`src/rtl/uart_pkg.sv`:
```
// uart_pkg: shared UART definitions (tx state encoding, bit-period helpers).
// Used by the transmitter today and intended for the receive block as well.
package uart_pkg;

    typedef enum logic [2:0] {
        IDLE   = 3'd0,
        START  = 3'd1,
        DATA   = 3'd2,
        PARITY = 3'd3,
        STOP   = 3'd4
    } tx_state_t;

    // Clock cycles per bit period; integer divide, no fractional correction.
    function automatic int unsigned clks_per_bit(input int unsigned clk_hz,
                                                 input int unsigned baud);
        return clk_hz / baud;
    endfunction

    // Width of a counter that must hold values 0..clks-1.
    function automatic int unsigned baud_cnt_width(input int unsigned clks);
        return (clks > 1) ? $clog2(clks) : 1;
    endfunction

endpackage

```
`src/rtl/uart_baud_tick.sv`:
```
// uart_baud_tick: loadable down-counter producing one bit_tick per bit period.
// restart reloads the counter so a new bit period begins on the next cycle.
module uart_baud_tick
    import uart_pkg::*;
#(
    parameter int unsigned CLKS  = 434,
    parameter int unsigned WIDTH = baud_cnt_width(CLKS)
) (
    input  logic clk,
    input  logic rst,
    input  logic restart,
    output logic bit_tick
);

    localparam logic [WIDTH-1:0] RELOAD = WIDTH'(CLKS - 1);

    logic [WIDTH-1:0] cnt;

    // Count down from CLKS-1; reload on terminal count or on restart.
    always_ff @(posedge clk) begin
        if (rst || restart || cnt == '0) begin
            cnt <= RELOAD;
        end else begin
            cnt <= cnt - WIDTH'(1);
        end
    end

    assign bit_tick = (cnt == '0);

endmodule

```
`src/rtl/uart_tx_serializer.sv`:
```
// uart_tx_serializer: byte-level 8N1/8N2 UART transmitter with overrun flag
// and frame counter. Define UART_TX_PARITY_EN to insert a parity bit
// (even or odd per PARITY_ODD) between the data bits and the stop bit(s).
module uart_tx_serializer
    import uart_pkg::*;
#(
    parameter int unsigned CLK_HZ     = 50_000_000,
    parameter int unsigned BAUD       = 115200,
    parameter int unsigned STOP_BITS  = 1,
    parameter int unsigned PARITY_ODD = 0
) (
    input  logic        Clk,
    input  logic        Rst,
    input  logic [7:0]  UARTSend,
    input  logic        UARTDatLock,
    output logic        UARTAvl,
    output logic        TxD,
    output logic        TxBusy,
    output logic        Overrun,
    input  logic        OvrClr,
    output logic [15:0] ByteCnt
);

    localparam int unsigned CLKS_PER_BIT = clks_per_bit(CLK_HZ, BAUD);
    localparam logic [2:0]  LAST_STOP    = 3'(STOP_BITS - 1);

    if (STOP_BITS != 1 && STOP_BITS != 2) begin : g_bad_stop
        $error("uart_tx_serializer: STOP_BITS must be 1 or 2");
    end
    if (CLKS_PER_BIT < 2) begin : g_bad_rate
        $error("uart_tx_serializer: CLK_HZ/BAUD must be at least 2");
    end
    if (PARITY_ODD > 1) begin : g_bad_parity
        $error("uart_tx_serializer: PARITY_ODD must be 0 or 1");
    end

    tx_state_t   state, state_n;
    logic [7:0]  shreg, shreg_n;
    logic [2:0]  bit_idx, bit_idx_n;
    logic        txd_n, avl_n, busy_n, cnt_inc;
    logic        lock_d, lock_rise, bit_tick;

    assign lock_rise = UARTDatLock & ~lock_d;

    uart_baud_tick #(
        .CLKS  (CLKS_PER_BIT),
        .WIDTH (baud_cnt_width(CLKS_PER_BIT))
    ) u_baud (
        .clk      (Clk),
        .rst      (Rst),
        .restart  (state == IDLE),
        .bit_tick (bit_tick)
    );

`ifdef UART_TX_PARITY_EN
    logic par_q;

    // Latch the parity of the offered byte at capture; shreg is consumed by shifting.
    always_ff @(posedge Clk) begin
        if (Rst) begin
            par_q <= 1'b0;
        end else if (state == IDLE && lock_rise) begin
            par_q <= (^UARTSend) ^ PARITY_ODD[0];
        end
    end
`endif

    // Edge-detect register; follows the level through reset so a held-high lock is not an edge.
    always_ff @(posedge Clk) begin
        lock_d <= UARTDatLock;
    end

    // State and datapath registers.
    always_ff @(posedge Clk) begin
        if (Rst) begin
            state   <= IDLE;
            shreg   <= '0;
            bit_idx <= '0;
            TxD     <= 1'b1;
            UARTAvl <= 1'b0;
            TxBusy  <= 1'b0;
            ByteCnt <= '0;
        end else begin
            state   <= state_n;
            shreg   <= shreg_n;
            bit_idx <= bit_idx_n;
            TxD     <= txd_n;
            UARTAvl <= avl_n;
            TxBusy  <= busy_n;
            ByteCnt <= ByteCnt + {15'd0, cnt_inc};
        end
    end

    // Next-state, shift and handshake logic; TxD is derived from the state being entered
    // so the registered line changes on the same edge as the state.
    always_comb begin
        state_n   = state;
        shreg_n   = shreg;
        bit_idx_n = bit_idx;
        avl_n     = UARTAvl;
        busy_n    = TxBusy;
        cnt_inc   = 1'b0;
        txd_n     = 1'b1;

        case (state)
            IDLE: begin
                avl_n  = 1'b1;
                busy_n = 1'b0;
                if (lock_rise) begin
                    shreg_n = UARTSend;
                    avl_n   = 1'b0;
                    busy_n  = 1'b1;
                    state_n = START;
                end
            end
            START: begin
                if (bit_tick) begin
                    state_n   = DATA;
                    bit_idx_n = '0;
                end
            end
            DATA: begin
                if (bit_tick) begin
                    shreg_n   = {1'b0, shreg[7:1]};
                    bit_idx_n = bit_idx + 3'd1;
                    if (bit_idx == 3'd7) begin
                        bit_idx_n = '0;
`ifdef UART_TX_PARITY_EN
                        state_n   = PARITY;
`else
                        state_n   = STOP;
`endif
                    end
                end
            end
`ifdef UART_TX_PARITY_EN
            PARITY: begin
                if (bit_tick) begin
                    state_n   = STOP;
                    bit_idx_n = '0;
                end
            end
`endif
            STOP: begin
                if (bit_tick) begin
                    if (bit_idx == LAST_STOP) begin
                        state_n = IDLE;
                        avl_n   = 1'b1;
                        busy_n  = 1'b0;
                        cnt_inc = 1'b1;
                    end else begin
                        bit_idx_n = bit_idx + 3'd1;
                    end
                end
            end
            default: state_n = IDLE;
        endcase

        case (state_n)
            START:   txd_n = 1'b0;
            DATA:    txd_n = shreg_n[0];
`ifdef UART_TX_PARITY_EN
            PARITY:  txd_n = par_q;
`endif
            default: txd_n = 1'b1;
        endcase
    end

    // Sticky overrun flag; a new overrun takes priority over a clear in the same cycle.
    always_ff @(posedge Clk) begin
        if (Rst) begin
            Overrun <= 1'b0;
        end else if (lock_rise && state != IDLE) begin
            Overrun <= 1'b1;
        end else if (OvrClr) begin
            Overrun <= 1'b0;
        end
    end

endmodule
```
`config.mk`:
```
export PLATFORM = sky130hd
export DESIGN_NAME = uart_tx_serializer
export DESIGN_NICKNAME = d
export VERILOG_FILES = /design/src/rtl/uart_pkg.sv /design/src/rtl/uart_baud_tick.sv /design/src/rtl/uart_tx_serializer.sv
export SDC_FILE = /design/constraint.sdc
export NUM_CORES = 1
export LEC_CHECK = 0
export ABC_AREA = 1
export CORE_UTILIZATION = 25
export DETAILED_ROUTE_END_ITERATION = 6
export HOLD_SLACK_MARGIN = 0.08
export PLACE_DENSITY = 0.44
export SLEW_MARGIN = 20
export SYNTH_ARGS = -nofsm -noshare
export SYNTH_HDL_FRONTEND = slang
export SYNTH_SLANG_ARGS = --single-unit
```
`constraint.sdc`:
```
create_clock -name Clk -period 2.1 [get_ports Clk]
set_clock_uncertainty 0.05 [all_clocks]
set_input_delay 0.42 -clock Clk [delete_from_list [all_inputs] [get_ports Clk]]
set_output_delay 0.42 -clock Clk [all_outputs]
set_load 0.03 [all_outputs]
```
## After elaboration in Yosys (flattened, before gate mapping)

Index checks and enable logic that the tools add are counted.

- Add/sub/neg operators: 3
- $mul: 0
- Div/mod/pow operators: 0
- Magnitude comparators: 0
- Equal/unequal tests: 12
- Shift operators: 0
- Mux-type cells: 30
- Bitwise logic cells: 2
- Reductions and logical operators: 14

Operators with widths:

| cell | number |
|---|---|
| 2-to-1 mux 3 bit | 11 |
| adder 16 x 1 -> 16 bit | 1 |
| 2-to-1 mux 8 bit | 2 |
| case mux 8 bit (2 select lines) | 1 |
| != test 2 bit, second input constant | 6 |
| case mux 3 bit (4 select lines) | 1 |
| 2-to-1 mux 1 bit | 11 |
| zero test 9 bit | 1 |
| case mux 3 bit (3 select lines) | 1 |
| subtractor 9 x 1 -> 9 bit, second input constant | 1 |
| equality test 3 x 1 -> 1 bit, second input constant | 2 |
| equality test 3 x 2 -> 1 bit, second input constant | 2 |
| equality test 3 bit, second input constant | 2 |
| zero test 3 bit | 2 |
| case mux 1 bit (2 select lines) | 3 |
| AND reduction 3 bit | 2 |
| nonzero test 2 bit | 3 |
| nonzero test 3 bit | 2 |
| AND reduction 5 bit | 1 |
| adder 3 x 1 -> 3 bit, second input constant | 1 |
| logical OR 1 bit | 2 |
| bitwise AND 1 bit | 1 |
| logical AND 1 bit | 1 |
| NOT 1 bit | 1 |

- Flip-flop bits (word level): 44
- Bits in latches: 0
- Memory bits (writable): 0
- ROM bits: 0
- Input bits: 12
- Output and inout bits: 20
- Word-level logic and storage cells: 72
- Memories kept: 0

## Longest topological paths before layout

- Depth after elaboration: 6
- Mapped depth: 15
- Mapped depth without buffers: 15

## By module

A second synthesis with hierarchy kept.

- Cell total of the unflattened synthesis: 310
- Area, all modules: 2132.0 um2

Modules (own cells, without submodules):

| module | instances | cells each | area an instance (um2) | sequential area each (um2) |
|---|---|---|---|---|
| uart_tx_serializer | 1 | 249 | 1707.9 | 700.7 |
| uart_baud_tick | 1 | 61 | 424.2 | 180.2 |

## Worst setup path before layout

Ideal clock, no wire load.

- Kind: reg-to-reg
- From: register u_baud.cnt[0]
- To: register ByteCnt[12]
- Setup time: 0.125 ns
- Arrival time: 2.053 ns
- Data required time: 1.925 ns
- Path slack: -0.128 ns
- Cell stages (with the launch flop): 15
- Path buffers: 0
- Period minus slack after synthesis: 2.228 ns
- Cell sequence: dfxtp_1 inv_1 ha_1 nand2_1 nor2_4 nand2_4 nor3_1 ha_1 ha_1 nand2_1 nor2_2 nand4_1 nor2_1 nand2_1 nor3b_2

- Cells in the longest elaborated chain, start to end: 4

Ends and longest elaborated chain:

| item | RTL line | source |
|---|---|---|
| start: declaration | uart_baud_tick.sv:17 | `logic [WIDTH-1:0] cnt;` |
| start signal: assignment | uart_baud_tick.sv:24 | `cnt <= cnt - WIDTH'(1);` |
| zero test 9 bit | uart_baud_tick.sv:28 | `assign bit_tick = (cnt == '0);` |
| 2-to-1 mux 1 bit | uart_tx_serializer.sv:145 | `if (bit_tick) begin` |
| 2-to-1 mux 1 bit | uart_tx_serializer.sv:105 | `case (state)` |
| adder 16 x 1 -> 16 bit | uart_tx_serializer.sv:90 | `ByteCnt <= ByteCnt + {15'd0, cnt_inc};` |
| end signal: assignment | uart_tx_serializer.sv:90 |  |
| end: declaration | uart_tx_serializer.sv:21 | `output logic [15:0] ByteCnt` |

Every way passes these cells.
A chain may end at the register's enable or synchronous reset.

## Final worst setup path

Ends and elaborated chain as after synthesis.

==> impl_metrics.env <==
export IMPL_grt_overflow=0
export IMPL_report_final_slew_viol_count=0
export IMPL_timing_setup_tns_ns=-0.01356
export IMPL_synth_edf_count=0
export IMPL_hpwl_mm=3.601
export IMPL_worstPathCellList="inv_2 > ha_4 > nand2_4 > nor2_4 > nand2_4 > nor3_4 > ha_4 > ha_4 > nand2_4 > nor2_4 > nand4_1 > nor2_2 > nand2_1 > nor3b_2"
export IMPL_gp_congestion=0.7703
export IMPL_die_w_um=93.72
export IMPL_grt_first_pass_wirelength_mm=8.045
export IMPL_detailedPlace_worstSlack_ns=-0.09641
export IMPL_netlist_cell_type_count=35
export IMPL_worst_pin_slew_ns=0.4477
export IMPL_dr_pass1_iters=4
export IMPL_finish_net_count=364
export IMPL_yosys_most_used_dff="sky130_fd_sc_hd__dfxtp_1"
export IMPL_floorplan_initialDensity_pct=25.73
export IMPL_number_of_clock_sinks=44
export IMPL_drc_viols=0
export IMPL_setup_repair_after_global_routing_missed_its_margin="true"
export IMPL_ys_warn_count=0
export IMPL_proportion_of_layout_cells_with_a_drive_suffix_above_1_pct=21.74
export IMPL_power_density_nw_per_um2=573.9
export IMPL_critical_path_arrival_ns=2.25
export IMPL_vias_per_cell=4.349
export IMPL_final_hold_violation_count=0
export IMPL_period_minus_slack_ns=2.114
export IMPL_total_number_of_vias=1957
export IMPL_grt_pass1_vias=1809
export IMPL_path_max_fanout=3
export IMPL_synth_mux_area_share_pct=0
export IMPL_hold_class="register to register"
export IMPL_final_core_utilization_pct=36.16
export IMPL_fp_dieArea_sq_um=8783
export IMPL_largest_net_degree_at_the_start_of_global_routing=25
export IMPL_p_leak_nw=1.241
export IMPL_totalWireLength_mm=4.853
export IMPL_cpMaxStageDelayCell="sky130_fd_sc_hd__dfxtp_2"
export IMPL_flow_area_growth_from_synthesis_pct=40.57
export IMPL_place_detailed_instances=437
export IMPL_wl_per_cell_um=10.78
export IMPL_cp_buffers_inverters=1
export IMPL_violated_checks="setup timing"
export IMPL_ant_nets=0
export IMPL_synthMostInstantiatedCell="sky130_fd_sc_hd__nand2_1"
export IMPL_synth_top_cells_by_area="sky130_fd_sc_hd__dfxtp_1 42%, sky130_fd_sc_hd__nand2_1 12%, sky130_fd_sc_hd__nor2_1 7.7%, sky130_fd_sc_hd__a21oi_1 5.5%, sky130_fd_sc_hd__ha_1 4.8%"
export IMPL_path_delay_family="simple AND/OR/NAND/NOR gates"
export IMPL_status="complete, but fails checks"
export IMPL_post_layout_nonfiller_instances=450
export IMPL_min_period_over_period_pct=100.6
export IMPL_setup_violations_final=1
export IMPL_setup_worst_path_class="register to register"
export IMPL_synth_top_family_by_area="simple AND/OR/NAND/NOR gates"
export IMPL_xor_and_xnor_fraction_of_the_mapped_netlist_area_pct=0.8328
export IMPL_area_of_the_core_sq_um=8175
export IMPL_critical_path_startpoint_type="register"
export IMPL_synth_largest_area_cell="sky130_fd_sc_hd__dfxtp_1"
export IMPL_clock_path_buffers=2
export IMPL_power_total_mw=1.697
export IMPL_row_count=33
export IMPL_clk_pin_slew_ns=0.09
export IMPL_ys_ff_latch=44
export IMPL_worst_ep_required_time_ns=2.23
export IMPL_ys_async_sr_fraction_pct=0
export IMPL_number_of_h_tree_levels=2
export IMPL_synth_adder_area_share_pct=4.759
export IMPL_tritoncts="done"
export IMPL_drv_cap=0
export IMPL_maxClockFrequency_mhz=473.1
export IMPL_latest_clock_arrival_within_the_worst_skew_pair_ns=0.30
export IMPL_grt_util_all_layers_pct=11.87
export IMPL_ys_seq_area_share_pct=41.88
export IMPL_cts_root_buf="sky130_fd_sc_hd__clkbuf_8"
export IMPL_num_fill_cells=887
export IMPL_drtIter0Drc=54
export IMPL_n_antenna_cell=0
export IMPL_synth_top_cell_area_share_pct=41.88
export IMPL_timing_final_ws_setup_ns=-0.01356
export IMPL_synth_compound_area_share_pct=10.35
export IMPL_synth_cell_area_sq_um=2103
export IMPL_postCtsHoldBufs=0
export IMPL_synthSimpleGateAreaFrac_pct=35.04
export IMPL_slew_headroom_pct=69.93
export IMPL_worst_path_largest_cell_delay_ns=0.33
export IMPL_syn_area_per_cell_sq_um=7.253
export IMPL_buffer_ports_inserted=31
export IMPL_worst_ir_drop_vdd_uv=221.1
export IMPL_timing_critical_path_to_type="register"
export IMPL_io_pin_count=32
export IMPL_die_height_um=93.72
export IMPL_antenna_found_initial=0
export IMPL_number_of_nets_produced_by_synthesis=310
export IMPL_synth_cell_count_leaders="65 x sky130_fd_sc_hd__nand2_1, 44 x sky130_fd_sc_hd__dfxtp_1, 43 x sky130_fd_sc_hd__nor2_1"
export IMPL_cts_made_buffers=5
export IMPL_syn_inst=290
## cells in the final DEF, fill, tap and decap left out, types with 5 or more instances in the layout
master | netlist | layout
sky130_fd_sc_hd__inv_1 | 25 | 23
sky130_fd_sc_hd__o21ai_0 | 12 | 12
sky130_fd_sc_hd__dfxtp_1 | 44 | 43
sky130_fd_sc_hd__inv_2 | 7 | 9
sky130_fd_sc_hd__clkdlybuf4s50_1 | 0 | 31
sky130_fd_sc_hd__clkbuf_8 | 0 | 7
sky130_fd_sc_hd__nand2_2 | 2 | 5
sky130_fd_sc_hd__nand2_4 | 3 | 5
sky130_fd_sc_hd__a21oi_1 | 23 | 23
sky130_fd_sc_hd__nand2_1 | 65 | 60
sky130_fd_sc_hd__nand3_1 | 19 | 16
sky130_fd_sc_hd__nor2_1 | 43 | 40
sky130_fd_sc_hd__nor2_4 | 3 | 6
sky130_fd_sc_hd__buf_4 | 0 | 19
## final cells by class
| cell class | count | area, sq um | share of cell area, % |
|---|---|---|---|
| Multi-Input combinational cell | 207 | 1219 | 41.22 |
| Sequential cell | 44 | 882.1 | 29.83 |
| Clock inverter | 1 | 30.03 | 1.016 |
| Clock buffer | 7 | 96.34 | 3.259 |
| Timing Repair Buffer | 51 | 464.2 | 15.70 |
| Inverter | 35 | 133.9 | 4.528 |
| Tap cell | 105 | 131.4 | 4.443 |
## registers in the layout (all words and copies together), names as in the netlist
| name | cells |
|---|---|
| ByteCnt | 16 |
| Overrun | 1 |
| TxBusy | 1 |
| TxD | 1 |
| UARTAvl | 1 |
| bit_idx | 3 |
| lock_d | 1 |
| shreg | 8 |
| state | 3 |
| u_baud.cnt | 9 |
## logic make-up after synthesis
kind of cell             Yosys count
AND/OR/NAND/NOR                  156
flip-flops                        44
XOR/XNOR                           2
buffers and inverters             39
AO/OA/AOI/OAI                     41
adder cells (fa/ha/maj)            8
## routing by layer
layer	global-route usage, %	share of wire, %	wire (um)	vias up
li1	-	-	-	1037
met1	13.61	46	2221	883
met2	20.68	49	2376	31
met3	3.074	3.5	172	6
met4	5.128	1.7	82	0
met5	0	0	0	-
## final timing paths
kind | slack, ns | start | cells after the start | end
worst max register to register | -0.01 | u_baud.cnt[0]$_SDFF_PP1_ | 14 | ByteCnt[12]$_SDFF_PP0_
worst min-delay path | 0.36 | u_baud.cnt[0]$_SDFF_PP1_ | 1 | u_baud.cnt[0]$_SDFF_PP1_
worst min register to register | 0.36 | u_baud.cnt[0]$_SDFF_PP1_ | 1 | u_baud.cnt[0]$_SDFF_PP1_
worst max-delay path | -0.01 | u_baud.cnt[0]$_SDFF_PP1_ | 14 | ByteCnt[12]$_SDFF_PP0_
## what timing repair did
item                                    4_1_cts  5_1_grt
endpoints found under the hold margin         0        0
endpoints found under the setup margin        3        9
pin swaps                                     4        9
setup buffers                                 1        4
resized for setup                             2       20
## power by group
part           internal (mW)  switching [mW]  leakage [nW]
logic                 0.0517          0.0682         0.820
clock network          0.420           0.299        0.0645
registers              0.850         0.00773         0.356
total                   1.32           0.375          1.24
## through the flow
stage / hold WS (ns) / instance area, sq um
2_1_floorplan: 0.3282 / 2152
3_3_place_gp: 0.3404 / 2690
3_5_place_dp: 0.3389 / 2690
4_1_cts: 0.3620 / 2829
5_1_grt: 0.3705 / 2957
6_report: 0.3617 / 2957
(Power assumes the default switching activity.)
